<file path="config.mk">
export PLATFORM = sky130hd
export DESIGN_NAME = ex_mem_div_pipe_flat
export DESIGN_NICKNAME = d
export VERILOG_FILES = /design/src/rtl/ex_mem_div_if.sv /design/src/rtl/ex_mem_div_pipe.sv /design/src/flat_wrapper.sv
export SDC_FILE = /design/constraint.sdc
export NUM_CORES = 1
export LEC_CHECK = 0
export ABC_AREA = 1
export CAP_MARGIN = 40
export CORE_MARGIN = 2
export CORE_UTILIZATION = 45
export CTS_CLUSTER_DIAMETER = 100
export DETAILED_ROUTE_END_ITERATION = 8
export PLACE_DENSITY = 0.91
export SLEW_MARGIN = 20
export SYNTH_ARGS = -nofsm -noshare
export SYNTH_HDL_FRONTEND = slang
export SYNTH_SLANG_ARGS = --single-unit
export TNS_END_PERCENT = 5
</file>
<file path="constraint.sdc">
create_clock -name clk -period 3.3 [get_ports clk]
set_input_delay 0.495 -clock clk [delete_from_list [all_inputs] [get_ports clk]]
set_output_delay 0.495 -clock clk [all_outputs]
set_load 0.005 [all_outputs]
</file>
<file path="src/rtl/ex_mem_div_if.sv">
// EX/MEM boundary bundle: EX-side instruction, divider result path, MEM-side register
// and divide-control status. The slave modport is the pipe register's view.
interface ex_mem_div_if #(
  parameter int XLEN = 32,
  parameter int OP_W = 8
);
  // Handshake: an instruction moves EX->MEM on a cycle where ex_valid and the
  // internal ready_go are both high and mem_allowin is high; ex_allowin tells ID it may refill EX.
  logic            ex_valid;
  logic [OP_W-1:0] ex_op;
  logic            ex_is_div;
  logic [XLEN-1:0] ex_pc;
  logic [XLEN-1:0] ex_alu_result;
  logic [4:0]      ex_dest;
  logic            ex_rf_we;
  logic            div_out_valid;
  logic [XLEN-1:0] div_out;
  logic            mem_allowin;
  logic            flush;
  logic [OP_W-1:0] div_op;
  logic            ex_allowin;
  logic            mem_valid;
  logic [XLEN-1:0] mem_pc;
  logic [XLEN-1:0] mem_result;
  logic [4:0]      mem_dest;
  logic            mem_rf_we;
  logic [OP_W-1:0] mem_op;
  logic            div_busy;
  logic            div_timeout;
  logic [1:0]      div_state;

  modport master (
    output ex_valid, ex_op, ex_is_div, ex_pc, ex_alu_result, ex_dest, ex_rf_we,
           div_out_valid, div_out, mem_allowin, flush,
    input  div_op, ex_allowin, mem_valid, mem_pc, mem_result, mem_dest, mem_rf_we,
           mem_op, div_busy, div_timeout, div_state
  );

  modport slave (
    input  ex_valid, ex_op, ex_is_div, ex_pc, ex_alu_result, ex_dest, ex_rf_we,
           div_out_valid, div_out, mem_allowin, flush,
    output div_op, ex_allowin, mem_valid, mem_pc, mem_result, mem_dest, mem_rf_we,
           mem_op, div_busy, div_timeout, div_state
  );
endinterface

</file>
<file path="src/rtl/ex_mem_div_pipe.sv">
// EX->MEM pipeline register that stalls EX across a multi-cycle divide, issues the divider
// op once per instruction, holds an unaccepted result and drains a divide orphaned by flush.
module ex_mem_div_pipe #(
  parameter int XLEN       = 32,
  parameter int OP_W       = 8,
  parameter int TMO_CYCLES = 63
) (
  input logic         clk,
  input logic         rst,
  ex_mem_div_if.slave bus
);
  typedef enum logic [1:0] {
    IDLE  = 2'd0,
    WAIT  = 2'd1,
    DONE  = 2'd2,
    DRAIN = 2'd3
  } state_t;

  localparam int CNT_W = $clog2(TMO_CYCLES + 1);
  localparam logic [CNT_W-1:0] TMO_MAX = CNT_W'(TMO_CYCLES);

  state_t          state;
  logic [XLEN-1:0] hold_q;
  logic [CNT_W-1:0] tmo_cnt;
  logic [CNT_W-1:0] cnt_inc;
  logic            ex_ready_go;
  logic            ex_to_mem;
  logic [XLEN-1:0] result_sel;

  // A div completes only on the pulse cycle in WAIT or from the hold in DONE; DRAIN blocks divs.
  assign ex_ready_go = !bus.ex_is_div || (state == DONE) ||
                       ((state == WAIT) && bus.div_out_valid);
  assign ex_to_mem   = bus.ex_valid && ex_ready_go && !bus.flush;
  assign bus.ex_allowin = !bus.ex_valid || (ex_ready_go && bus.mem_allowin);

  // The divider only sees the op while it is computing this instruction.
  assign bus.div_op = (bus.ex_valid && bus.ex_is_div && !bus.flush &&
                       ((state == IDLE) || (state == WAIT))) ? bus.ex_op : '0;

  assign cnt_inc = (tmo_cnt == TMO_MAX) ? tmo_cnt : tmo_cnt + 1'b1;

  always_comb begin
    result_sel = bus.ex_alu_result;
    if (bus.ex_is_div) begin
      if (state == WAIT)      result_sel = bus.div_out;
      else if (state == DONE) result_sel = hold_q;
    end
  end

  always_ff @(posedge clk) begin
    if (rst) begin
      state           <= IDLE;
      bus.div_busy    <= 1'b0;
      bus.div_timeout <= 1'b0;
      tmo_cnt         <= '0;
      hold_q          <= '0;
    end else begin
      if (tmo_cnt == TMO_MAX) bus.div_timeout <= 1'b1;
      if (bus.flush) begin
        // An in-flight divide still owes a pulse, so it must be drained.
        if ((state == WAIT) || (state == DRAIN)) begin
          state        <= DRAIN;
          bus.div_busy <= 1'b1;
          tmo_cnt      <= cnt_inc;
        end else begin
          state        <= IDLE;
          bus.div_busy <= 1'b0;
          tmo_cnt      <= '0;
        end
      end else begin
        case (state)
          IDLE: begin
            if (bus.ex_valid && bus.ex_is_div) begin
              state        <= WAIT;
              bus.div_busy <= 1'b1;
            end
          end
          WAIT: begin
            if (bus.div_out_valid) begin
              tmo_cnt <= '0;
              if (bus.mem_allowin) begin
                state        <= IDLE;
                bus.div_busy <= 1'b0;
              end else begin
                state  <= DONE;
                hold_q <= bus.div_out;
              end
            end else begin
              tmo_cnt <= cnt_inc;
            end
          end
          DONE: begin
            if (bus.mem_allowin) begin
              state        <= IDLE;
              bus.div_busy <= 1'b0;
            end
          end
          DRAIN: begin
            if (bus.div_out_valid) begin
              state        <= IDLE;
              bus.div_busy <= 1'b0;
              tmo_cnt      <= '0;
            end else begin
              tmo_cnt <= cnt_inc;
            end
          end
          default: state <= IDLE;
        endcase
      end
    end
  end

  always_ff @(posedge clk) begin
    if (rst) begin
      bus.mem_valid  <= 1'b0;
      bus.mem_pc     <= '0;
      bus.mem_result <= '0;
      bus.mem_dest   <= '0;
      bus.mem_rf_we  <= 1'b0;
      bus.mem_op     <= '0;
    end else if (bus.flush) begin
      bus.mem_valid <= 1'b0;
    end else if (bus.mem_allowin) begin
      bus.mem_valid <= ex_to_mem;
      if (ex_to_mem) begin
        bus.mem_pc     <= bus.ex_pc;
        bus.mem_result <= result_sel;
        bus.mem_dest   <= bus.ex_dest;
        bus.mem_rf_we  <= bus.ex_rf_we;
        bus.mem_op     <= bus.ex_op;
      end
    end
  end

  assign bus.div_state = state;
endmodule

</file>
<file path="src/flat_wrapper.sv">
// flat-port wrapper written by rule: the top's interface ports become plain ports
module ex_mem_div_pipe_flat 
#(
  parameter int XLEN       = 32,
  parameter int OP_W       = 8,
  parameter int TMO_CYCLES = 63
)
  (clk, rst, bus_ex_valid, bus_ex_op, bus_ex_is_div, bus_ex_pc, bus_ex_alu_result, bus_ex_dest, bus_ex_rf_we, bus_div_out_valid, bus_div_out, bus_mem_allowin, bus_flush, bus_div_op, bus_ex_allowin, bus_mem_valid, bus_mem_pc, bus_mem_result, bus_mem_dest, bus_mem_rf_we, bus_mem_op, bus_div_busy, bus_div_timeout, bus_div_state);
  ex_mem_div_if #(.XLEN(XLEN), .OP_W(OP_W)) bus_i ();
  input logic clk;
  input logic rst;
  input wire logic [$bits(bus_i.ex_valid)-1:0] bus_ex_valid;
  input wire logic [$bits(bus_i.ex_op)-1:0] bus_ex_op;
  input wire logic [$bits(bus_i.ex_is_div)-1:0] bus_ex_is_div;
  input wire logic [$bits(bus_i.ex_pc)-1:0] bus_ex_pc;
  input wire logic [$bits(bus_i.ex_alu_result)-1:0] bus_ex_alu_result;
  input wire logic [$bits(bus_i.ex_dest)-1:0] bus_ex_dest;
  input wire logic [$bits(bus_i.ex_rf_we)-1:0] bus_ex_rf_we;
  input wire logic [$bits(bus_i.div_out_valid)-1:0] bus_div_out_valid;
  input wire logic [$bits(bus_i.div_out)-1:0] bus_div_out;
  input wire logic [$bits(bus_i.mem_allowin)-1:0] bus_mem_allowin;
  input wire logic [$bits(bus_i.flush)-1:0] bus_flush;
  output wire logic [$bits(bus_i.div_op)-1:0] bus_div_op;
  output wire logic [$bits(bus_i.ex_allowin)-1:0] bus_ex_allowin;
  output wire logic [$bits(bus_i.mem_valid)-1:0] bus_mem_valid;
  output wire logic [$bits(bus_i.mem_pc)-1:0] bus_mem_pc;
  output wire logic [$bits(bus_i.mem_result)-1:0] bus_mem_result;
  output wire logic [$bits(bus_i.mem_dest)-1:0] bus_mem_dest;
  output wire logic [$bits(bus_i.mem_rf_we)-1:0] bus_mem_rf_we;
  output wire logic [$bits(bus_i.mem_op)-1:0] bus_mem_op;
  output wire logic [$bits(bus_i.div_busy)-1:0] bus_div_busy;
  output wire logic [$bits(bus_i.div_timeout)-1:0] bus_div_timeout;
  output wire logic [$bits(bus_i.div_state)-1:0] bus_div_state;
  assign bus_i.ex_valid = bus_ex_valid;
  assign bus_i.ex_op = bus_ex_op;
  assign bus_i.ex_is_div = bus_ex_is_div;
  assign bus_i.ex_pc = bus_ex_pc;
  assign bus_i.ex_alu_result = bus_ex_alu_result;
  assign bus_i.ex_dest = bus_ex_dest;
  assign bus_i.ex_rf_we = bus_ex_rf_we;
  assign bus_i.div_out_valid = bus_div_out_valid;
  assign bus_i.div_out = bus_div_out;
  assign bus_i.mem_allowin = bus_mem_allowin;
  assign bus_i.flush = bus_flush;
  assign bus_div_op = bus_i.div_op;
  assign bus_ex_allowin = bus_i.ex_allowin;
  assign bus_mem_valid = bus_i.mem_valid;
  assign bus_mem_pc = bus_i.mem_pc;
  assign bus_mem_result = bus_i.mem_result;
  assign bus_mem_dest = bus_i.mem_dest;
  assign bus_mem_rf_we = bus_i.mem_rf_we;
  assign bus_mem_op = bus_i.mem_op;
  assign bus_div_busy = bus_i.div_busy;
  assign bus_div_timeout = bus_i.div_timeout;
  assign bus_div_state = bus_i.div_state;
  ex_mem_div_pipe #(.XLEN(XLEN), .OP_W(OP_W), .TMO_CYCLES(TMO_CYCLES)) u_core (.clk(clk), .rst(rst), .bus(bus_i));
endmodule
</file>
==> impl_metrics.tcl <==
set metrics [dict create \
    synth_seq_cells 121 \
    placed_area_um2 8020 \
    routed_wl_um 17000 \
    crit_cells 5 \
    grt.overflow.total 0 \
    fp-row-count 41 \
    synth_ff_type "dfxtp_1" \
    drc_errors 0 \
    ioPinCount 209 \
    ys_types 19 \
    synthArstFlopShare_pct 0 \
    cp_top_family "buffers and inverters" \
    numCtsBuffers 17 \
    clk-insertion-delay-late_ns 0.41 \
    hold_viol 0 \
    clockBufferDepth 2 \
    critical_path.cell_chain "inv_1, ha_1, o21ai_1, nor2_1, clkdlybuf4s50_1" \
    clock-sinks 121 \
    finalSetupViolations 0 \
    timing.slew.headroom_pct 59.1 \
    maxSlewViolCount 0 \
    syn_to_final_growth_pct 48.3 \
    post_cts_buffers 0 \
    critPathCapture "bus_div_op[1]" \
    die_w_um 118 \
    syn_nets 1093 \
    max_cap_violations 0 \
    timing.final.crit_share_pct 86.9 \
    via_per_inst 4.64 \
    crit_required_ns 2.80 \
    critPathSlowestCell "o21ai_1" \
    tightest_slew_ns 0.609 \
    portBuffers 208 \
    fin_nets 1283 \
    utilization_pct 68.2 \
    path_buf_inv 2 \
    pre_cts_slack_ns 0.641 \
    wl_per_cell_um 12.6 \
    layout-drive-gt1-share_pct 4.10 \
    num_vias 6240 \
    hold_class "flop to flop" \
    antenna-diode-count 0 \
    fin_ws_ns 0.432 \
    hpwl_um 11200 \
    path_clk_slew_ns 0.05 \
    crit_arrival_ns 2.37 \
    grt_pass1_wl_um 27900 \
    reg2reg_depth 9 \
    synth_top_area_cell "dfxtp_1" \
    r2r_slack_ns 1.03 \
    cp_max_fo 8 \
    synth_area_um2 5800 \
    path_class "flop to output pin" \
    yosysMostFrequentCell "nor2_1" \
    grt_max_degree 72 \
    irDropWorstVdd_uv 366 \
    drtIter0Drc 487 \
    core_um2 12600 \
    stdcell_area_um2 8600 \
    ys_seq_area_share_pct 41.8 \
    netlist_instances 969 \
    leakagePower_nw 4.25 \
    antenna_found_initial 0 \
    r2r-start "u_core.bus.div_state[1]$_SDFFE_PP0P_" \
    ctsHoldBuffers 0 \
    dr.pass1.iters 4 \
    h-tree-depth 4 \
    start_util_pct 45.9 \
    die_h_um 118 \
    cts-resized-gates 0 \
    rsz0062_at_grt "no" \
    run_status "finished, final reports clean" \
    cp-start-kind "flop" \
    yosysWarnings 0 \
    finalCriticalPeriod_ns 2.87 \
    grt_use_total_pct 24.7 \
    critPathCaptureType "output pin" \
    final.setup.tns_ns 0 \
    ys_top_cells_by_area "dfxtp_1 42%, nor2_1 22%, nand2_1 19%, inv_1 6.5%, o21ai_0 2.8%" \
    postRouteAntennaNets 0 \
    place.gp.congestion 0.843 \
    avgSynthCellArea_um2 5.98 \
    root_buffer "clkbuf_16" \
    tritoncts "yes" \
    finalClockSkew_ns 0.00640 \
    power_mw 4.43 \
    die_area_um2 13800 \
    rr_endpoint "u_core.bus.mem_pc[21]$_SDFFE_PP0P_" \
    fmax_mhz 349 \
    synth_top_area_share_pct 41.8 \
    cellPowerDensity_nw_per_um2 515 \
    slowest_delay_ns 0.54 \
    synth-edff-count 0 \
    synth_common_cells "339 x nor2_1, 286 x nand2_1, 121 x dfxtp_1, 101 x inv_1, 32 x o21ai_0" \
    cp-startpoint "u_core.bus.div_state[1]$_SDFFE_PP0P_" \
    grt_pass1_vias 5760 \
]
## cells in the final DEF, fill, tap and decap left out, types with 6 or more instances in the layout
cell type	netlist	routed
clkinv_2	0	6
o21ai_0	32	32
nor2_1	339	338
buf_4	0	8
ha_1	7	7
a21oi_1	8	8
clkbuf_16	0	17
nand2_1	286	286
inv_1	101	101
clkdlybuf4s50_1	0	208
o21ai_1	7	7
nand3_1	10	10
dfxtp_1	121	121
## layer usage
metal	wire (µm)	GRT usage, %	up-vias
met3	1310	7.51	34
met5	0	0	-
met1	7220	29.2	2737
met4	350	10.2	0
met2	8120	41.9	230
li1	-	-	3239
## worst min path at each step
stage	start	to	slack [ns]	cells after the start
floorplan	u_core.bus.div_timeout$_SDFFE_PP0P_	u_core.bus.div_timeout$_SDFFE_PP0P_	0.44	2
global placement	u_core.bus.div_timeout$_SDFFE_PP0P_	u_core.bus.div_timeout$_SDFFE_PP0P_	0.44	2
detailed placement	u_core.bus.div_timeout$_SDFFE_PP0P_	u_core.bus.div_timeout$_SDFFE_PP0P_	0.44	2
CTS	u_core.bus.div_timeout$_SDFFE_PP0P_	u_core.bus.div_timeout$_SDFFE_PP0P_	0.45	2
global route	u_core.bus.div_timeout$_SDFFE_PP0P_	u_core.bus.div_timeout$_SDFFE_PP0P_	0.48	2
finish	u_core.bus.div_timeout$_SDFFE_PP0P_	u_core.bus.div_timeout$_SDFFE_PP0P_	0.45	2
## power breakdown
| group | switching [mW] | internal, mW |
|---|---|---|
| Combinational | 0.555 | 0.451 |
| Clock | 0.640 | 1.18 |
| Sequential | 0.0527 | 1.55 |
| Total | 1.25 | 3.18 |
## flip-flops by register name, indices dropped and copies added, names as in the netlist
name / flops
u_core.hold_q: 32
u_core.bus.div_state: 2
u_core.bus.mem_pc: 32
u_core.bus.mem_result: 32
u_core.bus.mem_op: 8
u_core.tmo_cnt: 6
u_core.bus.div_timeout: 1
u_core.bus.mem_valid: 1
u_core.bus.div_busy: 1
u_core.bus.mem_dest: 5
u_core.bus.mem_rf_we: 1
## logic make-up (layout without fill, tap and decap cells)
group	after synthesis	in the layout	synth area share, %
and+or+nand+nor	640	640	42.0
adders and majority gates	7	7	1.51
buffers and inverters	153	356	10.5
AOI/OAI and AO/OA	48	48	4.21
DFF	121	121	41.8
## tightest hold or removal path, delay by kind of cell (launching register included)
| family | cells | cell delay [ns] |
|---|---|---|
| AOI/OAI and AO/OA | 1 | 0.05 |
| DFF | 1 | 0.30 |
| buffers and inverters | 1 | 0.05 |
## final cells by class
| class | instances | area, µm² |
|---|---|---|
| tap | 172 | 215 |
| clock inverter | 8 | 92.6 |
| sequential | 121 | 2420 |
| multi-input combinational | 695 | 2790 |
| clock buffer | 24 | 492 |
| fill | 1052 | 4020 |
| timing repair buffer | 219 | 2200 |
| inverter | 105 | 395 |
## metrics by stage
| step | instances | hold slack [ns] |
|---|---|---|
| finish | 1344 | 0.450 |
| CTS | 1344 | 0.452 |
| floorplan | 969 | 0.441 |
| global route | 1344 | 0.482 |
| detailed placement | 1312 | 0.444 |
| global placement | 1311 | 0.439 |
(Power assumes the default switching activity.)
